File: src/rtl/z80_bus_pkg.sv
// Shared types and helpers for the Z80 bus-timing / interrupt controller.
//   wait_state_e  : wait-state FSM encoding
//   Def*          : default timing constants
//   region_match  : priority address-region match (lowest index wins)
package z80_bus_pkg;

  localparam int unsigned DefClkDiv   = 4;
  localparam int unsigned DefNmiWidth = 4;
  localparam int unsigned DefIntHold  = 2048;

  // Upper bound on regions; the decoder pads its inputs to this size.
  localparam int MaxRegions = 8;

  typedef enum logic [1:0] {
    StIdle,
    StCount,
    StReady,
    StHold
  } wait_state_e;

  typedef struct packed {
    logic       hit;
    logic [2:0] idx;
  } region_hit_t;

  // Scan from the top so the lowest matching index is the one left standing.
  function automatic region_hit_t region_match(
    input logic [15:0]              addr,
    input logic [16*MaxRegions-1:0] base,
    input logic [16*MaxRegions-1:0] mask,
    input int                       n
  );
    region_hit_t res;
    res = '0;
    for (int i = MaxRegions - 1; i >= 0; i--) begin
      if (i < n && (((addr ^ base[16*i +: 16]) & mask[16*i +: 16]) == 16'h0000)) begin
        res.hit = 1'b1;
        res.idx = 3'(i);
      end
    end
    return res;
  endfunction

endpackage

File: src/rtl/z80_region_decode.sv
// Combinational priority match of the CPU address against N_REGIONS
// base/mask pairs, returning the winning region's wait count and ready flag.
//   addr_i  : CPU address
//   base_i  : region bases, region i at [16i+15:16i]
//   mask_i  : region compare masks (1 = compare bit)
//   wait_i  : region wait counts, WAIT_BITS each
//   rdy_i   : region waits additionally for external ready
//   wait_o  : wait count of the winning region (0 on no match)
//   rdy_o   : ready flag of the winning region (0 on no match)
module z80_region_decode
  import z80_bus_pkg::*;
#(
  parameter int unsigned N_REGIONS = 2,
  parameter int unsigned WAIT_BITS = 3
) (
  input  logic [15:0]                    addr_i,
  input  logic [16*N_REGIONS-1:0]        base_i,
  input  logic [16*N_REGIONS-1:0]        mask_i,
  input  logic [WAIT_BITS*N_REGIONS-1:0] wait_i,
  input  logic [N_REGIONS-1:0]           rdy_i,
  output logic [WAIT_BITS-1:0]           wait_o,
  output logic                           rdy_o
);

  logic [16*MaxRegions-1:0] base_pad;
  logic [16*MaxRegions-1:0] mask_pad;
  region_hit_t              sel;

  always_comb begin
    base_pad = '0;
    mask_pad = '0;
    base_pad[16*N_REGIONS-1:0] = base_i;
    mask_pad[16*N_REGIONS-1:0] = mask_i;
    sel = region_match(addr_i, base_pad, mask_pad, int'(N_REGIONS));
    wait_o = '0;
    rdy_o  = 1'b0;
    for (int unsigned i = 0; i < N_REGIONS; i++) begin
      if (sel.hit && sel.idx == 3'(i)) begin
        wait_o = wait_i[i*WAIT_BITS +: WAIT_BITS];
        rdy_o  = rdy_i[i];
      end
    end
  end

endmodule

File: src/rtl/z80_bus_ctrl.sv
// Bus-timing and interrupt controller for a Z80 sound/sub CPU.
// Generates the CPU clock enable, inserts per-region wait states (with an
// optional external ready handshake) and drives nINT/nNMI.
//   clk, reset      : system clock, async active-high reset
//   clken           : CPU clock enable, one clk wide every CLK_DIV clks
//   cpu_addr, nMREQ, nIORQ, nRD, nWR, nM1, nRFSH : CPU bus
//   region_base/mask/wait/rdy : wait-state region table
//   mem_ready       : slow-device ready level
//   irq_trig/irq_clr: interrupt request edge / software clear
//   nmi_trig        : NMI request edge
//   nWAIT, nINT, nNMI : to CPU; int_ack : one-clk acknowledge pulse
module z80_bus_ctrl
  import z80_bus_pkg::*;
#(
  parameter int unsigned CLK_DIV   = DefClkDiv,
  parameter int unsigned N_REGIONS = 2,
  parameter int unsigned WAIT_BITS = 3,
  parameter int unsigned IO_WAIT   = 0,
  parameter int unsigned INT_HOLD  = DefIntHold,
  parameter int unsigned NMI_WIDTH = DefNmiWidth
) (
  input  logic                           clk,
  input  logic                           reset,
  output logic                           clken,
  input  logic [15:0]                    cpu_addr,
  input  logic                           nMREQ,
  input  logic                           nIORQ,
  input  logic                           nRD,
  input  logic                           nWR,
  input  logic                           nM1,
  input  logic                           nRFSH,
  input  logic [16*N_REGIONS-1:0]        region_base,
  input  logic [16*N_REGIONS-1:0]        region_mask,
  input  logic [WAIT_BITS*N_REGIONS-1:0] region_wait,
  input  logic [N_REGIONS-1:0]           region_rdy,
  input  logic                           mem_ready,
  input  logic                           irq_trig,
  input  logic                           irq_clr,
  input  logic                           nmi_trig,
  output logic                           nWAIT,
  output logic                           nINT,
  output logic                           nNMI,
  output logic                           int_ack
);

  localparam int unsigned DivW = $clog2(CLK_DIV - 1) + 1;
  localparam int unsigned IntW = $clog2(INT_HOLD) + 1;
  localparam int unsigned NmiW = $clog2(NMI_WIDTH) + 1;

  localparam logic [DivW-1:0]      DivLast    = DivW'(CLK_DIV - 1);
  localparam logic [IntW-1:0]      IntLast    = IntW'((INT_HOLD == 0) ? 0 : INT_HOLD - 1);
  localparam logic [NmiW-1:0]      NmiLoad    = NmiW'(NMI_WIDTH);
  localparam logic [WAIT_BITS-1:0] IoWait     = WAIT_BITS'(IO_WAIT);
  localparam bit                   IntTimeout = (INT_HOLD != 0);

  // Clock enable divider, free-running.
  logic [DivW-1:0] div_q;

  always_ff @(posedge clk or posedge reset) begin
    if (reset) begin
      div_q <= '0;
    end else if (div_q == DivLast) begin
      div_q <= '0;
    end else begin
      div_q <= div_q + DivW'(1);
    end
  end

  assign clken = (div_q == DivLast);

  // Access detection.
  logic mem_acc, io_acc, acc, acc_q, acc_start;

  assign mem_acc   = ~nMREQ & nRFSH & (~nRD | ~nWR);
  assign io_acc    = ~nIORQ & nM1;
  assign acc       = mem_acc | io_acc;
  assign acc_start = acc & ~acc_q;

  logic [WAIT_BITS-1:0] reg_wait;
  logic                 reg_rdy;

  z80_region_decode #(
    .N_REGIONS(N_REGIONS),
    .WAIT_BITS(WAIT_BITS)
  ) u_region_decode (
    .addr_i(cpu_addr),
    .base_i(region_base),
    .mask_i(region_mask),
    .wait_i(region_wait),
    .rdy_i (region_rdy),
    .wait_o(reg_wait),
    .rdy_o (reg_rdy)
  );

  logic [WAIT_BITS-1:0] acc_wait;
  logic                 acc_rdy;

  // Region table applies to memory cycles only; I/O gets a fixed count.
  assign acc_wait = mem_acc ? reg_wait : IoWait;
  assign acc_rdy  = mem_acc & reg_rdy;

  // Wait-state FSM.
  wait_state_e          state_q, state_d;
  logic [WAIT_BITS-1:0] wcnt_q, wcnt_d;
  logic                 rdy_q, rdy_d;
  logic                 nwait_q, nwait_d;

  always_comb begin
    state_d = state_q;
    wcnt_d  = wcnt_q;
    rdy_d   = rdy_q;
    unique case (state_q)
      StIdle: begin
        if (acc_start) begin
          wcnt_d = acc_wait;
          rdy_d  = acc_rdy;
          if (acc_wait != '0) begin
            state_d = StCount;
          end else if (acc_rdy) begin
            state_d = StReady;
          end else begin
            state_d = StHold;
          end
        end
      end
      StCount: begin
        if (!acc) begin
          state_d = StIdle;
        end else if (clken) begin
          wcnt_d = wcnt_q - WAIT_BITS'(1);
          if (wcnt_q == WAIT_BITS'(1)) begin
            state_d = rdy_q ? StReady : StHold;
          end
        end
      end
      StReady: begin
        if (!acc) begin
          state_d = StIdle;
        end else if (mem_ready) begin
          state_d = StHold;
        end
      end
      StHold: begin
        if (!acc) begin
          state_d = StIdle;
        end
      end
      default: state_d = StIdle;
    endcase
    // Registered so nWAIT follows the state being entered.
    nwait_d = ~((state_d == StCount) || (state_d == StReady));
  end

  always_ff @(posedge clk or posedge reset) begin
    if (reset) begin
      state_q <= StIdle;
      wcnt_q  <= '0;
      rdy_q   <= 1'b0;
      nwait_q <= 1'b1;
      acc_q   <= 1'b0;
    end else begin
      state_q <= state_d;
      wcnt_q  <= wcnt_d;
      rdy_q   <= rdy_d;
      nwait_q <= nwait_d;
      acc_q   <= acc;
    end
  end

  assign nWAIT = nwait_q;

  // Interrupt request latch.
  logic            irq_q, irq_edge_q, ack_q, int_ack_q;
  logic            pend_q, pend_d;
  logic [IntW-1:0] itick_q, itick_d;
  logic            ack, ack_rise, timeout;

  assign ack      = ~nM1 & ~nIORQ;
  assign ack_rise = ack & ~ack_q;
  assign timeout  = IntTimeout & pend_q & clken & (itick_q == IntLast);

  always_comb begin
    pend_d  = pend_q;
    itick_d = itick_q;
    if (pend_q && clken) begin
      itick_d = timeout ? '0 : itick_q + IntW'(1);
    end
    if (ack_rise || irq_clr || timeout) begin
      pend_d = 1'b0;
    end
    // A fresh request wins over any clear and restarts the timeout.
    if (irq_edge_q) begin
      pend_d  = 1'b1;
      itick_d = '0;
    end
  end

  always_ff @(posedge clk or posedge reset) begin
    if (reset) begin
      irq_q      <= 1'b0;
      irq_edge_q <= 1'b0;
      ack_q      <= 1'b0;
      int_ack_q  <= 1'b0;
      pend_q     <= 1'b0;
      itick_q    <= '0;
    end else begin
      irq_q      <= irq_trig;
      irq_edge_q <= irq_trig & ~irq_q;
      ack_q      <= ack;
      int_ack_q  <= ack_rise;
      pend_q     <= pend_d;
      itick_q    <= itick_d;
    end
  end

  assign nINT    = ~pend_q;
  assign int_ack = int_ack_q;

  // NMI pulse stretcher; a retrigger reloads without releasing nNMI.
  logic            nmi_q, nmi_rise;
  logic [NmiW-1:0] nmi_cnt_q, nmi_cnt_d;

  assign nmi_rise = nmi_trig & ~nmi_q;

  always_comb begin
    nmi_cnt_d = nmi_cnt_q;
    if (clken && nmi_cnt_q != '0) begin
      nmi_cnt_d = nmi_cnt_q - NmiW'(1);
    end
    if (nmi_rise) begin
      nmi_cnt_d = NmiLoad;
    end
  end

  always_ff @(posedge clk or posedge reset) begin
    if (reset) begin
      nmi_q     <= 1'b0;
      nmi_cnt_q <= '0;
    end else begin
      nmi_q     <= nmi_trig;
      nmi_cnt_q <= nmi_cnt_d;
    end
  end

  assign nNMI = (nmi_cnt_q == '0);

endmodule

File: config.mk
export PLATFORM = sky130hd
export DESIGN_NAME = z80_bus_ctrl
export DESIGN_NICKNAME = d
export VERILOG_FILES = /design/src/rtl/z80_bus_pkg.sv /design/src/rtl/z80_region_decode.sv /design/src/rtl/z80_bus_ctrl.sv
export SDC_FILE = /design/constraint.sdc
export NUM_CORES = 1
export LEC_CHECK = 0
export ABC_AREA = 1
export BUFFER_PORTS_ARGS = -buffer_cell sky130_fd_sc_hd__buf_2
export CAP_MARGIN = 5
export CORE_MARGIN = 4
export CORE_UTILIZATION = 48
export CTS_BUF_LIST = sky130_fd_sc_hd__clkbuf_8 sky130_fd_sc_hd__clkbuf_16
export DETAILED_ROUTE_END_ITERATION = 7
export PLACE_DENSITY = 0.81
export RECOVER_POWER = 25
export SLEW_MARGIN = 10
export SYNTH_ARGS = -nofsm -noshare
export SYNTH_HDL_FRONTEND = slang
export SYNTH_SLANG_ARGS = --single-unit
export TNS_END_PERCENT = 100
File: constraint.sdc
create_clock -name clk -period 1.9 [get_ports clk]
set_input_delay 0.095 -clock clk [delete_from_list [all_inputs] [get_ports clk]]
set_output_delay 0.095 -clock clk [all_outputs]
set_load 0.02 [all_outputs]
==> metrics.cfg <==
[clock_network]
cts.clk_slew.worst_paths_ps = 70
cts_inserted_buffers = 5
clock_latency_ps = 290
cts_tree = yes
cts-root-buf = clkbuf_8
clockBufferDepth = 2
htreeDepth = 2
cts_sinks = 32

[placed_design]
dp_hpwl_um = 5080
dpl.cell_count = 538
placed_area_mm2 = 0.00296
gp_congestion = 0.882
pre_cts_slack_ps = 32.0
portBuffers = 104

[critical_path]
crit_path_max_fanout = 6
crit_path_max_incr_delay_ps = 390
cp_data_arrival_time_ps = 2060
r2r_end = itick_q[1]
critical-path-slowest-cell = dfrtp_1
required_ps = 2080
crit_type = reg2reg
reg2regPathDepth = 12
crit_chain = ha_4 > nand4_4 > nor3_4 > nand2_2 > nor2_2 > nand3_2 > nor3_4 > nor2_4 > inv_4 > nor2_2 > nand2_1 > o21ai_1
cp-end-kind = register
rrSetupSlack_ps = 20
worstSetupStartpointType = register
reg2reg_from = itick_q[0]

[pwr]
leakagePower_nw = 1.83
p_total_mw = 2.05
ir_drop_mv = 0.428
pwr_density_cell_mw_per_mm2 = 644

[timing]
hold_viol = 0
holdWs_ps = 22.4
fin_crit_sh_pct = 99.1
skew_ps = 9.10
worst_pin_slew_ps = 779
rsz0062_at_grt = yes
setup_violations = 0
relSlewSlack_pct = 48.0
slew_violations = 0
fin_crit_ps = 1880
postLayoutSetupSlackWorst_ps = 18.0
final.setup.tns_ps = 0
fmax_ghz = 0.531

[die]
start_util_pct = 49.4
die_w_um = 77.7
row_count = 25
core_area_mm2 = 0.00472
die-area_mm2 = 0.00604
die_height_um = 77.7
io_pins = 105

[global_routing]
grt.overflow.total = 0
gr-usage-all-layers_pct = 21.9
grt_max_degree = 33
grt_pass1_wl_um = 10600
grt_pass1_vias = 2569
antenna_found_initial = 0

[finish]
antenna_cells = 0
nFillCells = 392
postLayoutCoreUtil_pct = 67.3
area_growth_pct = 36.1
drive_gt1_share_pct = 29.4
nets = 592
layout_commonest_cell = nand2_1
fin_area_mm2 = 0.00318
final_cell_mix = 107 x nand2_1, 102 x buf_2, 63 x inv_1
finalNonFillerCells = 554

[status]
status = completed

[synthesis]
syn-num-nets = 470
yosys_most_used_dff = dfrtp_1
syn_area_mm2 = 0.00233
synth_seq_cells = 32
yosysWarnings = 0
synthArstFlopShare_pct = 100
syn_avg_cell_area_um2 = 6.41
syn_inst = 364
synth_seq_area_share_pct = 34.4
synth_cell_types = 34
synth_edf_count = 0

[drt]
drt_iter0_drc = 118
ant_nets = 0
drc = 0
vias_per_cell = 4.75
route.vias.total = 2629
dr.pass1.iters = 4
routed_wl_um = 6270
routedWlPerCell_um = 11.3

[min_path]
worstHoldStart = irq_clr
hp-class = in2reg
hold_end = pend_q
hold_depth = 2

[job]
max_cap_viol_count = 0

metal layers:
metal | up-vias | wire length, µm | track usage (%)
met5 | - | 0 | 0
li1 | 1373 | - | -
met2 | 74 | 3230 | 38.8
met4 | 0 | 129 | 7.47
met1 | 1168 | 2630 | 26.0
met3 | 14 | 279 | 4.64
worst max-delay path by stage:
stage / from / endpoint / cells after the start
after floorplan: itick_q[0] / itick_q[1] / 12
after global placement: itick_q[0] / itick_q[0] / 12
after detailed placement: itick_q[1] / itick_q[1] / 12
after CTS: itick_q[1] / itick_q[1] / 12
after global routing: itick_q[1] / itick_q[1] / 12
final: itick_q[0] / itick_q[1] / 12
report_power, final:
part	switching, mW	internal [mW]
Clock	0.254	0.383
Sequential	0.0460	0.772
Combinational	0.337	0.254
Total	0.637	1.41
cells in the mapped netlist (all sizes together), types with 2 or more instances:
| library cell | instances | area (µm²) |
|---|---|---|
| dfrtp | 31 | 776 |
| nand2 | 113 | 437 |
| nor2 | 62 | 255 |
| a21oi | 14 | 73.8 |
| nor3 | 9 | 66.3 |
| o21ai | 13 | 65.1 |
| ha | 6 | 75.1 |
| xor2 | 2 | 17.5 |
| nand3 | 30 | 160 |
| nand4 | 3 | 25.0 |
| inv | 63 | 236 |
| a31oi | 3 | 18.8 |
| or2 | 5 | 31.3 |
| o22ai | 2 | 18.8 |
sequential cells by signal, summed over array words and instances (netlist names):
register and cells:
ack_q 1, irq_edge_q 1, nmi_cnt_q 3, nWAIT 1, nmi_q 1, wcnt_q 3, int_ack 1, state_q 2
rdy_q 1, irq_q 1, div_q 3, pend_q 1, itick_q 12, acc_q 1
kinds of logic after synthesis:
group | Yosys count | share of synthesized area, %
and+or+nand+nor | 223 | 42.0
AOI/OAI and AO/OA | 37 | 9.33
buffers and inverters | 64 | 10.3
DFF | 32 | 34.4
xor gates and xnor gates | 2 | 0.750
adders and majority gates | 6 | 3.22
worst max-delay path: cells and delay by family, from the launching register on:
kind            cells  cell delay (ps)
buf+inv             1               90
simple gates        9             1050
flops               1              390
compound gates      1               60
fa+ha+maj           1              170
cell type report:
class / instances / area (µm²) / share of cell area [%]
Sequential cell: 32 / 802 / 25.2
Clock inverter: 3 / 38.8 / 1.22
Timing Repair Buffer: 115 / 608 / 19.1
Multi-Input combinational cell: 268 / 1330 / 41.9
Clock buffer: 5 / 68.8 / 2.17
Tap cell: 67 / 83.8 / 2.64
Inverter: 64 / 244 / 7.68
timing repair:
action                                  CTS  global route
hold buffers                              4             0
endpoints found under the setup margin    0            10
hold endpoints to repair                 34             0
buffers inserted                          0             4
resized for setup                         0             9
Note: power is estimated with default switching activity, not from simulation.
